===== config.mk =====
export PLATFORM = sky130hd
export DESIGN_NAME = ws_write_s_flat
export DESIGN_NICKNAME = d
export VERILOG_FILES = /design/src/rtl/ws_write_s_pkg.sv /design/src/rtl/ws_write_s_if.sv /design/src/rtl/ws_sram_addr_gen.sv /design/src/rtl/ws_write_s.sv /design/src/flat_wrapper.sv
export SDC_FILE = /design/constraint.sdc
export NUM_CORES = 1
export LEC_CHECK = 0
export BUFFER_PORTS_ARGS = -buffer_cell sky130_fd_sc_hd__buf_4
export CAP_MARGIN = 10
export CORE_UTILIZATION = 52
export DETAILED_ROUTE_END_ITERATION = 8
export PLACE_DENSITY_LB_ADDON = 0.08
export SLEW_MARGIN = 20
export SYNTH_ARGS = -nofsm -noshare
export SYNTH_HDL_FRONTEND = slang
export SYNTH_HIERARCHICAL = 1
export SYNTH_SLANG_ARGS = --single-unit

===== constraint.sdc =====
create_clock -name CLOCK_50_I -period 3.2 [get_ports CLOCK_50_I]
set_input_delay 0.48 -clock CLOCK_50_I [delete_from_list [all_inputs] [get_ports CLOCK_50_I]]
set_output_delay 0.48 -clock CLOCK_50_I [all_outputs]
set_load 0.05 [all_outputs]

===== src/rtl/ws_write_s_pkg.sv =====
// Shared types and constants for the write-S stage: FSM states, plane select,
// plane bases, row pitches and block-grid limits.
package ws_write_s_pkg;

  typedef enum logic [2:0] {
    S_WS_IDLE,
    S_WS_LI,
    S_WS_CC,
    S_WS_LO_1,
    S_WS_LO_2,
    S_WS_DONE
  } WS_state_type;

  typedef enum logic [1:0] {
    PLANE_Y,
    PLANE_U,
    PLANE_V
  } plane_t;

  localparam logic [6:0]  DP_BASE_DEF = 7'd0;
  localparam logic [17:0] Y_BASE_DEF  = 18'd0;
  localparam logic [17:0] U_BASE_DEF  = 18'd38400;
  localparam logic [17:0] V_BASE_DEF  = 18'd57600;

  localparam int ROW_PITCH_Y  = 160;
  localparam int ROW_PITCH_UV = 80;

  localparam logic [5:0] C_END_Y  = 6'd39;
  localparam logic [5:0] C_END_UV = 6'd19;
  localparam logic [4:0] RB_END   = 5'd29;

endpackage


===== src/rtl/ws_write_s_if.sv =====
// Handshake, DPRAM-read and SRAM-write signals of the write-S stage.
// master = M2 controller / memories side, slave = the write-S stage.
interface ws_write_s_if;

  logic        WS_start;
  logic        WS_done;
  logic        WS_frame_done;
  logic [6:0]  WS_read_address;
  logic [31:0] WS_read_data;
  logic [17:0] SRAM_address;
  logic [15:0] SRAM_write_data;
  logic        SRAM_we_n;

  modport master (
    output WS_start, WS_read_data,
    input  WS_done, WS_frame_done, WS_read_address,
    input  SRAM_address, SRAM_write_data, SRAM_we_n
  );

  modport slave (
    input  WS_start, WS_read_data,
    output WS_done, WS_frame_done, WS_read_address,
    output SRAM_address, SRAM_write_data, SRAM_we_n
  );

endinterface


===== src/rtl/ws_sram_addr_gen.sv =====
// Combinational SRAM word address for write j of the current block.
// Row pitch multiplies are shift-add only: 160 = 128+32, 80 = 64+16.
module ws_sram_addr_gen
  import ws_write_s_pkg::*;
#(
  parameter logic [17:0] Y_BASE = Y_BASE_DEF,
  parameter logic [17:0] U_BASE = U_BASE_DEF,
  parameter logic [17:0] V_BASE = V_BASE_DEF
) (
  input  plane_t      plane,
  input  logic [4:0]  rb,
  input  logic [5:0]  cb,
  input  logic [4:0]  j,
  output logic [17:0] addr
);

  logic [7:0]  row;
  logic [7:0]  col;
  logic [17:0] row_w;
  logic [17:0] col_w;

  assign row   = {rb, 3'b000} + {5'd0, j[4:2]};
  assign col   = {cb, 2'b00} + {6'd0, j[1:0]};
  assign row_w = {10'd0, row};
  assign col_w = {10'd0, col};

  always_comb begin
    addr = Y_BASE;
    unique case (plane)
      PLANE_Y: addr = Y_BASE + (row_w << 7) + (row_w << 5) + col_w;
      PLANE_U: addr = U_BASE + (row_w << 6) + (row_w << 4) + col_w;
      PLANE_V: addr = V_BASE + (row_w << 6) + (row_w << 4) + col_w;
      default: addr = Y_BASE;
    endcase
  end

endmodule


===== src/rtl/ws_write_s.sv =====
// Write-S stage: reads one 8x8 S block from DPRAM, clips to 8 bits, writes 32 pixel pairs to SRAM.
// Block takes 68 cycles start-to-idle (WS_done at T+67); WS_start outside IDLE is ignored.
module ws_write_s
  import ws_write_s_pkg::*;
#(
  parameter logic [6:0]  DP_BASE   = DP_BASE_DEF,
  parameter logic [17:0] Y_BASE    = Y_BASE_DEF,
  parameter logic [17:0] U_BASE    = U_BASE_DEF,
  parameter logic [17:0] V_BASE    = V_BASE_DEF,
  parameter logic [4:0]  RB_LAST   = RB_END,
  parameter logic [5:0]  C_LAST_Y  = C_END_Y,
  parameter logic [5:0]  C_LAST_UV = C_END_UV
) (
  input  logic        CLOCK_50_I,
  input  logic        Resetn,
  ws_write_s_if.slave ws
);

  WS_state_type state, next_state;

  logic [5:0]  rd_k;
  logic        rd_vld;
  logic [5:0]  d_k;
  logic [7:0]  even_pix;
  logic [7:0]  pix;
  logic [4:0]  rb;
  logic [5:0]  cb;
  logic [5:0]  c_end;
  plane_t      plane;
  logic [17:0] wr_addr;

  logic        sram_we_n;
  logic [17:0] sram_address;
  logic [15:0] sram_write_data;
  logic        done;
  logic        frame_done;

  ws_sram_addr_gen #(
    .Y_BASE (Y_BASE),
    .U_BASE (U_BASE),
    .V_BASE (V_BASE)
  ) u_addr_gen (
    .plane (plane),
    .rb    (rb),
    .cb    (cb),
    .j     (d_k[5:1]),
    .addr  (wr_addr)
  );

  // Negative values floor at 0, anything above 255 saturates.
  always_comb begin
    pix = ws.WS_read_data[7:0];
    if (ws.WS_read_data[31])
      pix = 8'd0;
    else if (|ws.WS_read_data[30:8])
      pix = 8'd255;
  end

  always_ff @(posedge CLOCK_50_I) begin
    if (!Resetn)
      state <= S_WS_IDLE;
    else
      state <= next_state;
  end

  always_comb begin
    next_state = state;
    unique case (state)
      S_WS_IDLE: if (ws.WS_start) next_state = S_WS_LI;
      S_WS_LI:   next_state = S_WS_CC;
      S_WS_CC:   if (rd_k == 6'd63) next_state = S_WS_LO_1;
      S_WS_LO_1: next_state = S_WS_LO_2;
      S_WS_LO_2: next_state = S_WS_DONE;
      S_WS_DONE: next_state = S_WS_IDLE;
      default:   next_state = S_WS_IDLE;
    endcase
  end

  always_ff @(posedge CLOCK_50_I) begin
    if (!Resetn) begin
      rd_k            <= 6'd0;
      rd_vld          <= 1'b0;
      d_k             <= 6'd0;
      even_pix        <= 8'd0;
      sram_we_n       <= 1'b1;
      sram_address    <= 18'd0;
      sram_write_data <= 16'd0;
      done            <= 1'b0;
      frame_done      <= 1'b0;
      rb              <= 5'd0;
      cb              <= 6'd0;
      c_end           <= C_LAST_Y;
      plane           <= PLANE_Y;
    end else begin
      sram_we_n  <= 1'b1;
      done       <= 1'b0;
      frame_done <= 1'b0;
      rd_vld     <= (state == S_WS_LI) || (state == S_WS_CC);

      if (state == S_WS_IDLE && ws.WS_start) begin
        rd_k <= 6'd0;
        d_k  <= 6'd0;
      end else if (state == S_WS_LI || state == S_WS_CC) begin
        rd_k <= rd_k + 6'd1;
      end

      // Data arrives one cycle after its address; odd samples complete a pair.
      if (rd_vld) begin
        d_k <= d_k + 6'd1;
        if (!d_k[0]) begin
          even_pix <= pix;
        end else begin
          sram_we_n       <= 1'b0;
          sram_address    <= wr_addr;
          sram_write_data <= {even_pix, pix};
        end
      end

      if (state == S_WS_LO_2) begin
        done       <= 1'b1;
        frame_done <= (plane == PLANE_V) && (rb == RB_LAST) && (cb == c_end);
      end

      if (state == S_WS_DONE) begin
        if (cb == c_end) begin
          cb <= 6'd0;
          if (rb == RB_LAST) begin
            rb <= 5'd0;
            unique case (plane)
              PLANE_Y: begin plane <= PLANE_U; c_end <= C_LAST_UV; end
              PLANE_U: begin plane <= PLANE_V; c_end <= C_LAST_UV; end
              default: begin plane <= PLANE_Y; c_end <= C_LAST_Y;  end
            endcase
          end else begin
            rb <= rb + 5'd1;
          end
        end else begin
          cb <= cb + 6'd1;
        end
      end
    end
  end

  assign ws.WS_read_address = DP_BASE + {1'b0, rd_k};
  assign ws.SRAM_we_n       = sram_we_n;
  assign ws.SRAM_address    = sram_address;
  assign ws.SRAM_write_data = sram_write_data;
  assign ws.WS_done         = done;
  assign ws.WS_frame_done   = frame_done;

endmodule


===== src/flat_wrapper.sv =====
// flat-port wrapper written by rule: the top's interface ports become plain ports
module ws_write_s_flat import ws_write_s_pkg::*;
#(
  parameter logic [6:0]  DP_BASE   = DP_BASE_DEF,
  parameter logic [17:0] Y_BASE    = Y_BASE_DEF,
  parameter logic [17:0] U_BASE    = U_BASE_DEF,
  parameter logic [17:0] V_BASE    = V_BASE_DEF,
  parameter logic [4:0]  RB_LAST   = RB_END,
  parameter logic [5:0]  C_LAST_Y  = C_END_Y,
  parameter logic [5:0]  C_LAST_UV = C_END_UV
)
  (CLOCK_50_I, Resetn, ws_WS_start, ws_WS_read_data, ws_WS_done, ws_WS_frame_done, ws_WS_read_address, ws_SRAM_address, ws_SRAM_write_data, ws_SRAM_we_n);
  ws_write_s_if ws_i ();
  input  logic CLOCK_50_I;
  input  logic Resetn;
  input wire logic [$bits(ws_i.WS_start)-1:0] ws_WS_start;
  input wire logic [$bits(ws_i.WS_read_data)-1:0] ws_WS_read_data;
  output wire logic [$bits(ws_i.WS_done)-1:0] ws_WS_done;
  output wire logic [$bits(ws_i.WS_frame_done)-1:0] ws_WS_frame_done;
  output wire logic [$bits(ws_i.WS_read_address)-1:0] ws_WS_read_address;
  output wire logic [$bits(ws_i.SRAM_address)-1:0] ws_SRAM_address;
  output wire logic [$bits(ws_i.SRAM_write_data)-1:0] ws_SRAM_write_data;
  output wire logic [$bits(ws_i.SRAM_we_n)-1:0] ws_SRAM_we_n;
  assign ws_i.WS_start = ws_WS_start;
  assign ws_i.WS_read_data = ws_WS_read_data;
  assign ws_WS_done = ws_i.WS_done;
  assign ws_WS_frame_done = ws_i.WS_frame_done;
  assign ws_WS_read_address = ws_i.WS_read_address;
  assign ws_SRAM_address = ws_i.SRAM_address;
  assign ws_SRAM_write_data = ws_i.SRAM_write_data;
  assign ws_SRAM_we_n = ws_i.SRAM_we_n;
  ws_write_s #(.DP_BASE(DP_BASE), .Y_BASE(Y_BASE), .U_BASE(U_BASE), .V_BASE(V_BASE), .RB_LAST(RB_LAST), .C_LAST_Y(C_LAST_Y), .C_LAST_UV(C_LAST_UV)) u_core (.CLOCK_50_I(CLOCK_50_I), .Resetn(Resetn), .ws(ws_i));
endmodule

==> impl_metrics.env <==
export IMPL_critical_path_arrival_ns=3.27
export IMPL_synth_top_area_cell="dfxtp_1"
export IMPL_startpoint_type="register"
export IMPL_htree_levels=3
export IMPL_fin_crit_sh=0.929
export IMPL_avgViaCountPerCell=5.78
export IMPL_fin_skew_ns=0.00800
export IMPL_synth_compound_area_frac=0.218
export IMPL_area_delta_synth_final_pct=17.8
export IMPL_crit_buf_inv=2
export IMPL_antennaDiodeCount=0
export IMPL_reg2reg_from="u_core/cb[5]$_SDFFE_PN0N_"
export IMPL_critPathMaxStageDelay_ns=0.61
export IMPL_ant_nets=0
export IMPL_yosys_area_share_adder=0.114
export IMPL_grt_use_total=0.256
export IMPL_initial_core_util=0.539
export IMPL_core_um2=8760
export IMPL_rsz0062_at_grt="false"
export IMPL_crit_type="reg2reg"
export IMPL_io_buffer_count=77
export IMPL_ys_flop_type="dfxtp_1"
export IMPL_power_density_nw_per_um2=371
export IMPL_antenna_found_initial=0
export IMPL_die_area_um2=9460
export IMPL_grt_pass1_wl_mm=19.7
export IMPL_setup_tns_final_ns=0
export IMPL_cts_tree="done"
export IMPL_end_kind="register"
export IMPL_synthSimpleGateAreaFrac=0.219
export IMPL_io_pins=79
export IMPL_p_int_uw=1510
export IMPL_crit_chain="inv_1 > fa_1 > inv_1 > ha_1 > a211oi_2 > o21bai_1 > o31a_1 > mux2_1 > o32ai_2 > nand2_1 > a21oi_1"
export IMPL_cts_buffers=9
export IMPL_cp_max_fo=5
export IMPL_status="finished clean"
export IMPL_dieWidth_um=97.3
export IMPL_syn_area_um2=4720
export IMPL_synthDistinctLibCells=79
export IMPL_cts_buffer_depth=2
export IMPL_max_freq_mhz=337
export IMPL_ys_warnings_count=6
export IMPL_grt_pass1_vias=4268
export IMPL_synthCells=555
export IMPL_drt_iter0_drc=170
export IMPL_first_pass_iters=4
export IMPL_wl_mm=11.9
export IMPL_wire_per_inst_um=16.2
export IMPL_fin_nets=697
export IMPL_synth_edf_count=0
export IMPL_synth_top_area_frac=0.322
export IMPL_synth_most_common_cell="nand2_1"
export IMPL_cp_slowest_cell="fa_1"
export IMPL_grt_max_degree=28
export IMPL_yosysSeqAreaShare=0.322
export IMPL_rrSetupSlack_ns=0.23
export IMPL_crit_family="compound AO/OA/AOI/OAI gates"
export IMPL_die_y_um=97.3
export IMPL_min_to="u_core/even_pix[6]$_SDFFE_PN0P_"
export IMPL_p_leak_uw=0.00238
export IMPL_synth_seq_cells=76
export IMPL_post_cts_buffers=0
export IMPL_switching_share=0.269
export IMPL_post_place_ws_ns=0.249
export IMPL_yosys_top_cells_count="nand2_1, dfxtp_1, a21oi_1, inv_1, ha_1"
export IMPL_drive_gt1_frac=0.204
export IMPL_grt_overflow=0
export IMPL_cts_hold_buffers=0
export IMPL_syn_nets=630
export IMPL_setup_violations_final=0
export IMPL_syn_avg_cell_area_um2=8.50
export IMPL_comb_power_share=0.104
export IMPL_post_cts_resized=0
export IMPL_p_total_uw=2070
export IMPL_route_vias_total=4250
export IMPL_clkPwrFrac=0.404
export IMPL_pwr_share_seq=0.492
export IMPL_r2r_end="u_core/ws.SRAM_address[13]$_SDFFE_PN0P_"
export IMPL_p_switching_uw=555
export IMPL_maxSlewViolCount=0
export IMPL_place_area_um2=5340
export IMPL_gp_congestion=0.875
export IMPL_clk_latency_ns=0.36
export IMPL_fin_ws_ns=0.229
export IMPL_irDropWorstVdd_uv=351
export IMPL_drc=0
export IMPL_rows=34
export IMPL_clk_pin_slew_worst_paths_ns=0.08
export IMPL_cts_sinks=76
export IMPL_maxCapViolCount=0
export IMPL_holdWs_ns=0.352
export IMPL_min_delay_path_depth=2
export IMPL_synth_area_leaders="dfxtp_1, ha_1, nand2_1, a21oi_1, inv_1"
export IMPL_hp_start="ws_WS_read_data[6]"
export IMPL_synth_top_family_by_area="simple AND/OR/NAND/NOR gates"
export IMPL_crit_path_frequent_cell="inv_1"
export IMPL_hp_class="in2reg"
export IMPL_period_needed_ns=2.97
export IMPL_root_buffer="clkbuf_8"
export IMPL_crit_required_ns=3.49
export IMPL_slew_headroom=0.339
export IMPL_hold_violations=0
export IMPL_synth_async_sr_flop_share=0
export IMPL_synthMuxAreaShare=0.0154
export IMPL_worstMarginPinSlew_ns=0.991
export IMPL_finish_instance_area_um2=5560
export IMPL_r2r_cells=11
export IMPL_dp_final_hpwl_mm=8.84
export IMPL_synth_xor_area_frac=0.0483
-- power groups by stage --
| stage | Combinational, uW | Sequential, uW | Clock [uW] |
|---|---|---|---|
| 2_1_floorplan | 129 | 1050 | 0 |
| 3_5_place_dp | 215 | 1040 | 0 |
| 5_1_grt | 237 | 1020 | 891 |
| 3_3_place_gp | 212 | 1040 | 0 |
| 6_report | 216 | 1020 | 834 |
| 4_1_cts | 216 | 1020 | 849 |
-- metal layers --
layer / vias up / share of wire / GRT usage
li1: 2102 / - / -
met1: 2018 / 0.44 / 0.297
met2: 91 / 0.50 / 0.455
met3: 39 / 0.028 / 0.0432
met4: 0 / 0.040 / 0.129
met5: - / 0 / 0
-- worst max path at each step --
stage / startpoint / end / slack [ns] / cells past startpoint
floorplan: u_core/d_k[3]$_SDFFE_PN0P_ / u_core/ws.SRAM_address[13]$_SDFFE_PN0P_ / 0.46 / 11
global placement: u_core/cb[5]$_SDFFE_PN0N_ / u_core/ws.SRAM_address[13]$_SDFFE_PN0P_ / 0.35 / 11
detailed placement: u_core/cb[5]$_SDFFE_PN0N_ / u_core/ws.SRAM_address[13]$_SDFFE_PN0P_ / 0.25 / 11
CTS: u_core/cb[5]$_SDFFE_PN0N_ / u_core/ws.SRAM_address[13]$_SDFFE_PN0P_ / 0.21 / 11
global route: u_core/cb[4]$_SDFFE_PN0N_ / u_core/ws.SRAM_address[12]$_SDFFE_PN0P_ / 0.04 / 12
finish: u_core/cb[5]$_SDFFE_PN0N_ / u_core/ws.SRAM_address[13]$_SDFFE_PN0P_ / 0.23 / 11
-- cell type report --
cell class	instances	area, um^2
sequential	76	1520
multi-input combinational	413	2910
fill	778	3200
timing repair buffer	84	631
clock buffer	9	124
clock inverter	7	98.8
tap	108	135
inverter	38	143
-- kinds of logic after synthesis --
| logic type | after synthesis |
|---|---|
| XOR/XNOR | 26 |
| buffers and inverters | 66 |
| multiplexers | 7 |
| flip-flops | 76 |
| AO/OA/AOI/OAI | 141 |
| adder cells (fa/ha/maj) | 40 |
| other | 2 |
| AND/OR/NAND/NOR | 197 |
-- state kept, by name, indices dropped and copies added (netlist names) --
signal,flops
u_core/cb,6
u_core/rb,5
u_core/ws.SRAM_write_data,16
u_core/state,3
u_core/ws.SRAM_address,18
u_core/rd_k,6
u_core/ws.SRAM_we_n,1
u_core/ws.WS_done,1
u_core/plane,2
u_core/d_k,6
u_core/even_pix,8
u_core/c_end,2
u_core/rd_vld,1
u_core/ws.WS_frame_done,1
-- per-stage QoR --
stage,utilization,instances
after detailed placement,0.609,719
after CTS,0.634,735
after global placement,0.609,719
after global routing,0.634,735
after floorplan,-,555
final,0.634,735
-- placed cells by master (no fill, tap or decap), types with 3 or more instances in the layout --
master    count
a211oi_1      3
a21o_1        3
a21oi_1      49
a221o_1       8
a311o_1       8
and2_1        8
buf_4        84
clkbuf_8      9
dfxtp_1      76
fa_1          5
ha_1         35
inv_1        38
mux2i_1       5
nand2_1      77
nand2b_1      7
nand3_1       8
nand3b_1      3
nand4_1       4
nor2_1       33
nor2b_1       6
nor3_1       10
nor4_1       12
o21a_1        3
o21ai_0      19
o21ai_1       4
o22ai_1       5
o31ai_1       5
or3_1         6
xnor2_1      16
xor2_1       10
Note: power is estimated with default switching activity, not from simulation.
